==> src/rtl/cga_intr_sync.sv <==
// Interrupt/error input conditioning: 2-flop synchronizers, glitch filters on bus interrupt
// lines, sticky error flags with strobe clear. Optional parity event counter: CGA_INTR_SYNC_EVCNT_EN.
module cga_intr_sync #(
  parameter int FILT_LEN = 3
) (
  input  logic       MCLK,
  input  logic       RESETN,
  input  logic       BINT10N,
  input  logic       BINT11N,
  input  logic       BINT12N,
  input  logic       BINT13N,
  input  logic       BINT15N,
  input  logic       POWFAILIN_N,
  input  logic       PARERRIN_N,
  input  logic       IOXERRIN_N,
  input  logic       CLRSTB,
  input  logic [2:0] CLRSEL,
  output logic       BINT10N_O,
  output logic       BINT11N_O,
  output logic       BINT12N_O,
  output logic       BINT13N_O,
  output logic       BINT15N_O,
  output logic       POWFAILN,
  output logic       PARERRN,
  output logic       IOXERRN,
  output logic       CLRACK,
  output logic       ANYN,
  output logic [7:0] PARCNT
);

  localparam logic [2:0] FILT_LAST = 3'(FILT_LEN - 1);

  // Error vectors are ordered to match CLRSEL: [0] power-fail, [1] parity, [2] IO error.
  logic [4:0] bint_in, bint_sync_p0, bint_sync_p1, bint_out;
  logic [2:0] err_in, err_sync_p0, err_sync_p1, err_hist_p2, err_flag;
  logic [2:0] err_fall, err_clr;
  logic [2:0] filt_cnt [5];
  logic       clr_ack;

  assign bint_in = {BINT15N, BINT13N, BINT12N, BINT11N, BINT10N};
  assign err_in  = {IOXERRIN_N, PARERRIN_N, POWFAILIN_N};

  // Stage p0/p1: two-flop synchronizers
  always_ff @(posedge MCLK or negedge RESETN) begin
    if (!RESETN) begin
      bint_sync_p0 <= '1;
      bint_sync_p1 <= '1;
      err_sync_p0  <= '1;
      err_sync_p1  <= '1;
    end else begin
      bint_sync_p0 <= bint_in;
      bint_sync_p1 <= bint_sync_p0;
      err_sync_p0  <= err_in;
      err_sync_p1  <= err_sync_p0;
    end
  end

  // Stage p2: level filters; output follows only after FILT_LEN consecutive differing samples
  always_ff @(posedge MCLK or negedge RESETN) begin
    if (!RESETN) begin
      bint_out <= '1;
      for (int i = 0; i < 5; i++) filt_cnt[i] <= '0;
    end else begin
      for (int i = 0; i < 5; i++) begin
        if (bint_sync_p1[i] == bint_out[i]) begin
          filt_cnt[i] <= '0;
        end else if (filt_cnt[i] == FILT_LAST) begin
          bint_out[i] <= bint_sync_p1[i];
          filt_cnt[i] <= '0;
        end else begin
          filt_cnt[i] <= filt_cnt[i] + 3'd1;
        end
      end
    end
  end

  // A still-active power-fail source blocks its own clear.
  assign err_fall = err_hist_p2 & ~err_sync_p1;
  assign err_clr  = (CLRSTB ? CLRSEL : 3'b000) & {2'b11, err_sync_p1[0]};

  // Stage p2: edge history, sticky flags (set beats clear), clear acknowledge
  always_ff @(posedge MCLK or negedge RESETN) begin
    if (!RESETN) begin
      err_hist_p2 <= '1;
      err_flag    <= '1;
      clr_ack     <= 1'b0;
    end else begin
      err_hist_p2 <= err_sync_p1;
      clr_ack     <= CLRSTB;
      for (int i = 0; i < 3; i++) begin
        if (err_fall[i])     err_flag[i] <= 1'b0;
        else if (err_clr[i]) err_flag[i] <= 1'b1;
      end
    end
  end

`ifdef CGA_INTR_SYNC_EVCNT_EN
  logic [7:0] par_cnt;

  function automatic logic [7:0] sat_inc(input logic [7:0] v);
    return (v == 8'hFF) ? v : v + 8'd1;
  endfunction

  always_ff @(posedge MCLK or negedge RESETN) begin
    if (!RESETN)          par_cnt <= '0;
    else if (err_fall[1]) par_cnt <= sat_inc(par_cnt);
  end

  assign PARCNT = par_cnt;
`else
  assign PARCNT = 8'd0;
`endif

  assign {BINT15N_O, BINT13N_O, BINT12N_O, BINT11N_O, BINT10N_O} = bint_out;
  assign {IOXERRN, PARERRN, POWFAILN} = err_flag;
  assign CLRACK = clr_ack;
  assign ANYN   = &{bint_out, err_flag};

endmodule

==> config.mk <==
export PLATFORM = sky130hd
export DESIGN_NAME = cga_intr_sync
export DESIGN_NICKNAME = d
export VERILOG_FILES = /design/src/rtl/cga_intr_sync.sv
export SDC_FILE = /design/constraint.sdc
export NUM_CORES = 1
export LEC_CHECK = 0
export ABC_AREA = 1
export BUFFER_PORTS_ARGS = -buffer_cell sky130_fd_sc_hd__buf_2
export CAP_MARGIN = 20
export CORE_ASPECT_RATIO = 1.75
export CORE_MARGIN = 10
export CORE_UTILIZATION = 51
export CTS_CLUSTER_DIAMETER = 100
export DETAILED_ROUTE_END_ITERATION = 12
export PLACE_DENSITY = 0.77
export SLEW_MARGIN = 20
export SYNTH_ARGS = -nofsm -noshare
export SYNTH_HDL_FRONTEND = slang
export SYNTH_SLANG_ARGS = --single-unit
==> constraint.sdc <==
create_clock -name MCLK -period 1 [get_ports MCLK]
set_input_delay 0.15 -clock MCLK [delete_from_list [all_inputs] [get_ports MCLK]]
set_output_delay 0.15 -clock MCLK [all_outputs]
set_load 0.1 [all_outputs]
* Word level (Yosys, flattened, before mapping)
Index checks and enable logic that the tools add are counted.
Storage, ports and cells: register bits 43, bits of input ports 14, output and inout bits 18, word-level logic and storage cells 68
Cells by class: add/subtract/negate cells 5, eq/ne operators 10, mux-type cells 17, bitwise logic cells 8, reductions and logical operators 9
Operators with widths (number):
- $mux W3 | 11
- $add A3 B1 Y3 const B | 5
- $eq A3 B2 Y1 const B | 5
- $reduce_and A2 Y1 | 5
- $reduce_and A8 Y1 | 1
- $and A3 B3 Y3 | 2
- $mux W1 | 6
- $reduce_bool A2 Y1 | 3
- $eq A1 B1 Y1 | 5
- $not A1 Y1 | 5
- $not A3 Y3 | 1

* Logic depth before layout (Yosys ltp)
Gate-level depths: netlist (run 1).
word-level depth 4, depth in mapped cells 5, depth with buffers taken out 5

* Worst setup path after synthesis (run 1)
Ideal clock, no wire load.
path type register to output, start register bint_out[0], end output port ANYN, arrival 2.298 ns, required time 0.850 ns, setup slack -1.448 ns, cell stages (with the launch flop) 3, buffers on the path 0, cell sequence dfstp_2 -> nand4_1 -> nor2_1
Between the ends: cells in the longest elaborated chain, start to end 1
RTL lines:
- from (decl) | line 34 | logic [4:0] bint_in, bint_sync_p0, bint_sync_p1, bint_out;
- from (signal, indexed assignment) | line 68 | bint_out[i] <= bint_sync_p1[i];
- $reduce_and A8 Y1 | line 117 | assign ANYN = &{bint_out, err_flag};
- to (decl) | line 27 | output logic ANYN,
No other way between the ends.

* Final worst setup path (run 1)
start register err_flag[1], end output port ANYN
Between the ends: cells in the longest elaborated chain, start to end 1
RTL lines:
- from (decl) | line 35 | logic [2:0] err_in, err_sync_p0, err_sync_p1, err_hist_p2, err_flag;
- from (signal assigned) | line 85 | err_flag <= '1;
- from (signal, indexed assignment) | line 91 | if (err_fall[i]) err_flag[i] <= 1'b0;
- from (signal, indexed assignment) | line 92 | else if (err_clr[i]) err_flag[i] <= 1'b1;
- $reduce_and A8 Y1 | line 117
No other way between the ends.

==> summary.md, run 1 <==
| Metric | Value |
|---|---|
| Status | finished, violations left |
| Violated checks | negative setup slack |
| GPL Wtd Cong | 0.743 |
| Global-route wire length before repair | 5890 µm |
| CTS tree | yes |
| Area grow syn2layout | 43.4% |
| Leak | 1.16 nW |
| PD cells | 3000 nW/µm² |
| CTS Buf Count | 5 |
| Worst-path fanout max | 2 |
| Clock slew at the register clock pins of the worst setup and hold paths | about 80 ps |
| WP data arrival | approximately 1400 ps |
| Yosys cell types | 18 |
| Grt total ovfl | 0 |
| Drt first-iter violations | 40 |
| CTS Sinks | 43 |
| Final HPWL DP | 2490 µm |
| Final period utilization | 154% |
| Nets | ~240 |
| Tot Pwr | around 7.4 mW |
| Fin worst setup slack | -537 ps |
| Drt pass-1 iters | 4 |
| Max clock buf depth | 2 |
| Synth Instances | 170 |
| Die H | 96.9 µm |
| CP endpoint kind | primary output |
| Layout cells sized above 1 | approximately 51% |
| Antenna-violating nets left | 0 |
| Unrepaired setup endpoints after global routing | true |
| Port Buf Inserts | 23 |
| All-Layer GR Usage | 11.8% |
| Via Count | roughly 1200 |
| Syn Area/Cell | 10.1 µm² |
| Final Hold Viols | 0 |
| Max-cap violations | 0 |
| Fin Clk Skew | 9.29 ps |
| Final Max Tran Viols | 0 |
| Fill count | 210 |
| Clock Latency Late Sink | around 290 ps |
| Core Box Area | 3210 µm² |
| Clock H-tree levels | 2 |
| Ys Warns | 0 |
| Largest net degree at the start of global routing | 44 |
| I/O pin count | 32 |
| Chip Width | 63.9 µm |
| Synth Cell Area | 1720 µm² |
| Hold WC Path Type | primary input to flop |
| Setup CP Type | flop to primary output |
| Wirelength per Cell | 13.7 µm |
| Final worst path period need | 1540 ps |
| Data required time at the worst endpoint | 850 ps |
| Drt via density | 4.63 |
| Row Count | 27 |
| Drt drc | 0 |
| Initial antenna violation count | 0 |
| Clk root buf | clkbuf_8 |
| Routed WL | roughly 3600 µm |
| ANT cells | 0 |
| Sequential share of the synthesized area | 64.4% |
| Fin Hold WS | 5.10 ps |
| Vias in the first global route | ~1300 |
| Initial Util | between 50% and 60% |
| Worst VDD drop | 0.00265 V |
| DIE AREA | just over 6000 µm² |
| Setup slack, reg-to-reg | -220 ps |
| Post-synthesis register bit count | 43 |
| Setup Viol. Count Final | 30 |
| Max Freq | approximately 650 MHz |
| Startpoint types | flop |
## what timing repair did
| item | 4_1_cts | 5_1_grt |
|---|---|---|
| buffers inserted | 5 | 2 |
| pin swaps | 3 | 2 |
| hold buffers | 9 | 0 |
| setup endpoints to repair | 26 | 32 |
| resized for setup | 12 | 16 |
| endpoints found under the hold margin | 24 | 0 |
## metrics by stage
stage | instances | utilization, % | instance area, µm² | setup WS [ps] | setup TNS (ps)
after detailed placement | 244 | 66.4 | 2130 | -215 | -2470
after global placement | 244 | 66.4 | 2130 | -214 | -1700
after CTS | 266 | 75.5 | 2420 | -532 | -6750
after floorplan | 177 | - | 1790 | -650 | -3130
after global routing | 266 | 77.0 | 2470 | -597 | -7690
final | 266 | 77.0 | 2470 | -537 | -6200
## report_power, final
group | switching (mW) | leakage [nW] | internal [mW]
Combinational | 2.02 | 0.599 | 1.28
Clock | 0.585 | 0.0607 | 0.794
Sequential | 0.439 | 0.497 | 2.31
Total | 3.04 | 1.16 | 4.38
## cell usage after synthesis, drive strengths merged
library cell / n / share of area (%)
nand2: 40 / 9.6
buf: 8 / 3.5
nor2: 14 / 3.9
a21oi: 7 / 2.0
nand4: 2 / 0.73
inv: 30 / 6.5
nor3: 2 / 1.2
nand3: 14 / 4.6
dfrtp: 16 / 23
o21ai: 6 / 1.7
conb: 1 / 0.22
dfstp: 27 / 41
xnor2: 3 / 1.5
## state kept, by name, summed over array words and instances, names as in the netlist
| name | cells |
|---|---|
| err_sync_p0 | 3 |
| err_flag | 3 |
| err_sync_p1 | 3 |
| bint_sync_p1 | 5 |
| filt_cnt | 15 |
| bint_out | 5 |
| bint_sync_p0 | 5 |
| CLRACK | 1 |
| err_hist_p2 | 3 |
## worst max-delay path, cell delays in order, from the launching register on
cell and delay (ps):
dfstp_4 620, nand4_1 160, nor2_4 140, buf_12 180
## layer usage
layer  vias to the layer above  GRT usage, %  share of wire, %
li1                        607             -                 -
met1                       591          10.6                35
met2                        27          22.6                60
met3                         6          3.92               3.9
met4                         0          5.04               1.5
met5                         -             0                 0
## final timing paths
check,from,end,cells after the start
max in group asynchronous,RESETN,bint_sync_p1[4],3
hold reg to reg,bint_sync_p0[0],bint_sync_p1[0],0
setup / recovery,err_flag[1],ANYN,3
hold / removal,CLRSTB,CLRACK,1
setup reg to reg,bint_out[0],filt_cnt[13],7
min in group asynchronous,RESETN,filt_cnt[11],3
## final cells by class
class / instances / area (µm²) / area share [%]
Clock buffer: 7 / 119 / 4.81
Clock inverter: 1 / 7.51 / 0.304
Inverter: 30 / 113 / 4.56
Multi-Input combinational cell: 96 / 531 / 21.5
Sequential cell: 43 / 1140 / 46.2
Tap cell: 43 / 53.8 / 2.18
Timing Repair Buffer: 46 / 507 / 20.5
## cells by family after synthesis
group / share of synthesized area [%]
simple gates: 20.0
flops: 64.4
buf+inv: 10.0
compound gates: 3.78
xor+xnor: 1.53
other cells: 0.218
## cell usage in the layout, fill, tap and decap left out
cell type      instances
inv_2                 12
clkbuf_8               5
dfrtp_2                1
clkbuf_16              2
xnor2_1                3
nor3_2                 2
nor2_2                 2
o21ai_2                3
nor2_4                 3
clkinvlp_4             1
nand2_2               13
buf_2                 13
nand2_4                2
nand4_1                2
a21oi_1                5
nand2_1               25
dlygate4sd3_1          9
buf_12                11
dfstp_4                8
buf_6                  9
nor2_1                 9
nand3_2                2
inv_1                 18
conb_1                 8
nand3_1               12
dfrtp_1               15
buf_4                  4
o21ai_1                3
dfstp_2               19
a21oi_2                2
Note: power is estimated with default switching activity, not from simulation.
==> inputs of run 2 (changes only) <==
- CELL_PAD_IN_SITES_DETAIL_PLACEMENT: not set -> 1
- CELL_PAD_IN_SITES_GLOBAL_PLACEMENT: not set -> 2
- CORE_UTILIZATION: 51 -> 34
- PLACE_DENSITY: 0.77 -> 0.81
==> run 2 against run 1 <==
The flow still finishes with violations (negative setup slack). Via count increased by 0.32%. Combinational power decreased by 4%. First-iteration DRC count decreased by 45%. Core utilization decreased by 28 points. Global-route usage decreased by 2.7 points. Critical endpoint unchanged. Largest cell class unchanged.
==> summary.md, run 2 (same netlist as run 1, synthesis figures left out) <==
| Metric | Value |
|---|---|
| Status | finished, violations left (unchanged) |
| Violated checks | negative setup slack (unchanged) |
| Top reg by flops | filt_cnt (unchanged) |
| Initial antenna violation count | 0 (unchanged) |
| Routed WL | 3520 µm (was 3630 µm) |
| Setup Viol. Count Final | 26 (was 30) |
| GPL Wtd Cong | 0.717 (was 0.743) |
| Area grow syn2layout | 41.7% (was 43.4%) |
| Layout cells sized above 1 | 50.7% (was 51.1%) |
| Die H | 114 µm (was 96.9 µm) |
| Fin worst setup slack | -565 ps (was -537 ps) |
| Clk root buf | clkbuf_8 (unchanged) |
| Commonest non-fill, non-tap cells in the layout | 22 x nand2_1, 19 x dfstp_2, 18 x nand2_2 (was 25 x nand2_1, 19 x dfstp_2, 18 x inv_1) |
| Startpoint types | flop (unchanged) |
| Via Count | 1235 (was 1231) |
| Core Box Area | 4930 µm² (was 3210 µm²) |
| DIE AREA | 8430 µm² (was 6190 µm²) |
| DP Cell Count | 255 (was 244) |
| WP data arrival | 1420 ps (was 1390 ps) |
| Worst Reg-to-Reg Cells | 7 (unchanged) |
| Global-route wire length before repair | 6000 µm (was 5890 µm) |
| Chip Width | 73.8 µm (was 63.9 µm) |
| Clock H-tree levels | 2 (unchanged) |
| Tot Pwr | 7.22 mW (was 7.42 mW) |
| Fin Clk Skew | 7.02 ps (was 9.29 ps) |
| Worst VDD drop | 0.00191 V (was 0.00265 V) |
| Final Max Tran Viols | 0 (unchanged) |
| Setup CP Type | flop to primary output (unchanged) |
| I/O pin count | 32 (unchanged) |
| CTS Buf Count | 5 (unchanged) |
| Max reg flops | 15 (unchanged) |
| Commonest non-fill, non-tap cell in the layout | nand2_1 (unchanged) |
| Leak | 1.13 nW (was 1.16 nW) |
| Final worst path period need | 1570 ps (was 1540 ps) |
| FF-to-FF End | filt_cnt[0] (was filt_cnt[13]) |
| Wirelength per Cell | 12.8 µm (was 13.7 µm) |
| Largest net degree at the start of global routing | 44 (unchanged) |
| Unrepaired setup endpoints after global routing | true (unchanged) |
| Max-cap violations | 0 (unchanged) |
| Final HPWL DP | 2580 µm (was 2490 µm) |
| Clock slew at the register clock pins of the worst setup and hold paths | 80 ps (about the same) |
| Drt first-iter violations | 22 (was 40) |
| Row Count | 34 (was 27) |
| Post-layout util | 49.5% (was 77.0%) |
| Worst-path fanout max | 2 (unchanged) |
| Reg2Reg Launch Point | bint_out[4] (was bint_out[0]) |
| Setup slack, reg-to-reg | -210 ps (was -220 ps) |
| Drt via density | 4.49 (was 4.63) |
| Grt total ovfl | 0 (unchanged) |
| Nets | 234 (was 236) |
| Port Buf Inserts | 23 (unchanged) |
| ANT cells | 0 (unchanged) |
| Drt drc | 0 (unchanged) |
| Final Hold Viols | 0 (unchanged) |
| Max clock buf depth | 2 (unchanged) |
| Hold WC Path Type | primary input to flop (unchanged) |
| Final period utilization | 157% (was 154%) |
| Max Freq | 639 MHz (was 651 MHz) |
| Drt pass-1 iters | 2 (was 4) |
| Antenna-violating nets left | 0 (unchanged) |
| Data required time at the worst endpoint | 850 ps (about the same) |
| Initial Util | 34.9% (was 53.7%) |
| All-Layer GR Usage | 9.19% (was 11.8%) |
| Crit. Startpoint | bint_out[1] (was err_flag[1]) |
| Clock Latency Late Sink | 290 ps (about the same) |
| Non-Filler Instances | 275 (was 266) |
| Vias in the first global route | 1299 (was 1326) |
| Critical path endpoint | ANYN (unchanged) |
| CP endpoint kind | primary output (unchanged) |
| CTS tree | yes (unchanged) |
| CTS Sinks | 43 (unchanged) |
| PD cells | 2960 nW/µm² (was 3000 nW/µm²) |
| Pre-CTS setup slack | -248 ps (was -215 ps) |
## run 2: cell types whose count changed in the layout (fill, tap and decap cells not counted), moves of 2 or more
cell | previous run | this run
nand2_2 | 13 | 18
nand2_1 | 25 | 22
buf_6 | 9 | 7
clkbuf_16 | 2 | 0
inv_1 | 18 | 16
inv_2 | 12 | 14
nand2_4 | 2 | 0
nor2_1 | 9 | 11
nor2_2 | 2 | 0
## run 2: timing repair
action	4_1_cts	5_1_grt
hold endpoints to repair	24	1
pin swaps	1	5
gates cloned	0	0
hold buffers	9	1
resized for setup	13	18
endpoints found under the setup margin	26	30
setup buffers	2	6
## run 2: final cells by class
cell class                 count  area, µm²
multi-input combinational     96        526
clock inverter                 3       38.8
tap                           54       67.6
inverter                      30        113
sequential                    43       1140
clock buffer                   5       68.8
fill                         560       2490
timing repair buffer          44        487
## run 2: how the worst min path moves through the flow
stage	startpoint	endpoint	slack (ps)	cells after the start
after floorplan	RESETN	CLRACK	-150	0
after global placement	RESETN	filt_cnt[3]	140	2
after detailed placement	RESETN	CLRACK	140	2
after CTS	CLRSTB	CLRACK	7	1
after global routing	CLRSEL[0]	err_flag[0]	70	3
final	CLRSEL[0]	err_flag[0]	80	3
## run 2: layer usage
layer | global-route usage [%] | share of wire (%)
met1 | 9.54 | 38
met2 | 15.0 | 55
met3 | 4.34 | 6.0
met4 | 4.49 | 1.7
met5 | 0 | 0
## run 2: critical path: stages (launching register included)
cell     delay, ps
dfstp_4        620
nand4_1        160
nor2_4         160
buf_12         180
## run 2: power by group
group	switching (mW)	leakage, nW	total [mW]	internal [mW]
Combinational	1.93	0.575	3.16	1.23
Clock	0.568	0.0556	1.30	0.731
Sequential	0.448	0.497	2.76	2.31
Total	2.95	1.13	7.22	4.27
## run 2: through the flow
stage	hold slack [ps]	area [µm²]	setup TNS [ps]
after floorplan	-146	1790	-3130
after global placement	141	2140	-2110
after detailed placement	139	2140	-2480
after CTS	7.02	2390	-5820
after global routing	73.8	2440	-6920
final	77.7	2440	-5450
==> inputs of run 3 (changes only) <==
- PLACE_DENSITY: 0.81 -> 0.75
==> run 3 against run 2 <==
The run still ends with negative setup slack left. Critical path type unchanged. Combinational power increased by 3%. Power shrank 2.3%. Clock skew is 4.6 ps lower. Core utilization down 0.41 points. Maximum frequency about the same.
==> summary.md, run 3 (same netlist as run 1, synthesis figures left out) <==
| Metric | Value |
|---|---|
| Max-cap violations | 0 (unchanged) |
| Post-layout util | 49.1% (was 49.5%) |
| Drt drc | 0 (unchanged) |
| Violated checks | negative setup slack (unchanged) |
| Commonest non-fill, non-tap cell in the layout | nand2_1 (unchanged) |
| ANT cells | 0 (unchanged) |
| Routed WL | 3870 µm (was 3520 µm) |
| Drt first-iter violations | 38 (was 22) |
| Clock slew at the register clock pins of the worst setup and hold paths | 80 ps (about the same) |
| Via Count | 1263 (was 1235) |
| All-Layer GR Usage | 9.97% (was 9.19%) |
| Initial Util | 34.9% (unchanged) |
| Setup CP Type | flop to primary output (unchanged) |
| I/O pin count | 32 (unchanged) |
| CP max-delay cell | dfstp_4 (unchanged) |
| Vias in the first global route | 1470 (was 1299) |
| P_int | 4.05 mW (was 4.27 mW) |
| Worst-path cell chain | nand4_1, nor2_4, buf_12 (unchanged) |
| Startpoint types | flop (unchanged) |
| Final worst path period need | 1570 ps (about the same) |
| PD cells | 2910 nW/µm² (was 2960 nW/µm²) |
| Max reg flops | 15 (unchanged) |
| Clk root buf | clkbuf_8 (unchanged) |
| Global-route wire length before repair | 6700 µm (was 6000 µm) |
| GPL Wtd Cong | 0.716 (was 0.717) |
| Pre-CTS setup slack | -256 ps (was -248 ps) |
| Clock Latency Late Sink | 290 ps (about the same) |
| Combinational power share | 46.4% (was 43.8%) |
| Layout cells sized above 1 | 51.1% (was 50.7%) |
| Area grow syn2layout | 40.5% (was 41.7%) |
| Leak | 1.12 nW (was 1.13 nW) |
| Setup slack, reg-to-reg | -210 ps (about the same) |
| CTS Sinks | 43 (unchanged) |
| Tot Pwr | 7.05 mW (was 7.22 mW) |
| Final Hold Viols | 0 (unchanged) |
| Unrepaired setup endpoints after global routing | true (unchanged) |
| Final period utilization | 157% (about the same) |
| Clock H-tree levels | 2 (unchanged) |
| WP data arrival | 1420 ps (about the same) |
| Fill count | 551 (was 560) |
| CTS tree | yes (unchanged) |
| Grt total ovfl | 0 (unchanged) |
| Commonest non-fill, non-tap cells in the layout | 23 x nand2_1, 19 x dfstp_2, 17 x inv_1 (was 22 x nand2_1, 19 x dfstp_2, 18 x nand2_2) |
| DIE AREA | 8430 µm² (unchanged) |
| Data required time at the worst endpoint | 850 ps (about the same) |
| Final Max Tran Viols | 0 (unchanged) |
| Antenna-violating nets left | 0 (unchanged) |
| CTS Buf Count | 5 (unchanged) |
| Psw | 3.00 mW (was 2.95 mW) |
| Die H | 114 µm (unchanged) |
| Max clock buf depth | 2 (unchanged) |
| Switching part of the total power | 42.5% (was 40.9%) |
| Port Buf Inserts | 23 (unchanged) |
| Worst VDD drop | 0.00222 V (was 0.00191 V) |
| Drt via density | 4.59 (was 4.49) |
| Final HPWL DP | 3030 µm (was 2580 µm) |
| CP endpoint kind | primary output (unchanged) |
| Hold WC Path Type | primary input to flop (unchanged) |
| Top reg by flops | filt_cnt (unchanged) |
| Fin worst setup slack | -566 ps (was -565 ps) |
| Setup Viol. Count Final | 27 (was 26) |
| Drt pass-1 iters | 4 (was 2) |
| Wirelength per Cell | 14.1 µm (was 12.8 µm) |
| Initial antenna violation count | 0 (unchanged) |
| Clock share of power | 14.9% (was 18.0%) |
| Status | finished, violations left (unchanged) |
| Highest cell delay on the worst timing path | 610 ps (was 620 ps) |
| Nets | 234 (unchanged) |
| Largest net degree at the start of global routing | 33 (was 44) |
| Chip Width | 73.8 µm (unchanged) |
| Max Freq | 639 MHz (about the same) |
| Register share of total power | 38.7% (was 38.2%) |
| Fin Clk Skew | 2.40 ps (was 7.02 ps) |
| Row Count | 34 (unchanged) |
| Worst-path fanout max | 2 (unchanged) |
| Core Box Area | 4930 µm² (unchanged) |
## run 3: metal layers
layer / GRT usage [%] / wire (µm) / vias up / share of wire (%)
li1: - / - / 598 / -
met1: 9.01 / 1290 / 635 / 33
met2: 18.9 / 2310 / 25 / 60
met3: 3.30 / 205 / 5 / 5.3
met4: 4.12 / 63 / 0 / 1.6
met5: 0 / 0 / - / 0
## run 3: worst paths after layout
check	startpoint	to	depth (start not counted)
max	bint_out[4]	ANYN	3
min	CLRSTB	CLRACK	1
max reg2reg	bint_out[0]	filt_cnt[12]	7
min reg2reg	bint_sync_p0[3]	bint_sync_p1[3]	0
max in group asynchronous	RESETN	bint_sync_p0[4]	3
min in group asynchronous	RESETN	CLRACK	2
## run 3: per-stage QoR
| step | hold slack, ps | area (µm²) | setup TNS [ps] | cells |
|---|---|---|---|---|
| 6_report | 14.4 | 2420 | -5670 | 275 |
| 5_1_grt | 14.5 | 2420 | -7270 | 275 |
| 4_1_cts | 6.90 | 2410 | -6580 | 277 |
| 3_5_place_dp | 47.1 | 2140 | -2690 | 255 |
| 3_3_place_gp | 41.7 | 2140 | -2010 | 255 |
| 2_1_floorplan | -146 | 1790 | -3130 | 177 |
## run 3: power by group through the flow
stage / combinational [mW] / sequential [mW] / clock [mW]
final: 3.27 / 2.73 / 1.05
after CTS: 3.30 / 2.74 / 1.11
after detailed placement: 2.96 / 2.76 / 0
after global routing: 3.55 / 2.79 / 1.17
after global placement: 2.87 / 2.69 / 0
after floorplan: 1.07 / 3.59 / 0
## run 3: area by class of cell
class                      count  area, µm²  area share (%)
multi-input combinational     96        527            21.8
sequential                    43       1140            47.1
tap                           54       67.6            2.79
timing repair buffer          44        488            20.2
inverter                      30        113            4.65
clock buffer                   6       72.6            3.00
clock inverter                 2       12.5           0.517
## run 3: repair_timing
item	in CTS	in global routing
gates resized for setup	18	11
pin swaps	6	7
endpoints found under the setup margin	27	32
hold endpoints to repair	19	0
hold buffers	9	0
buffers inserted	5	2
## run 3: worst max-delay path, delay by kind of cell (launching register included)
family	cells	cell delay, ps
and+or+nand+nor	2	330
DFF	1	610
buffers and inverters	1	180
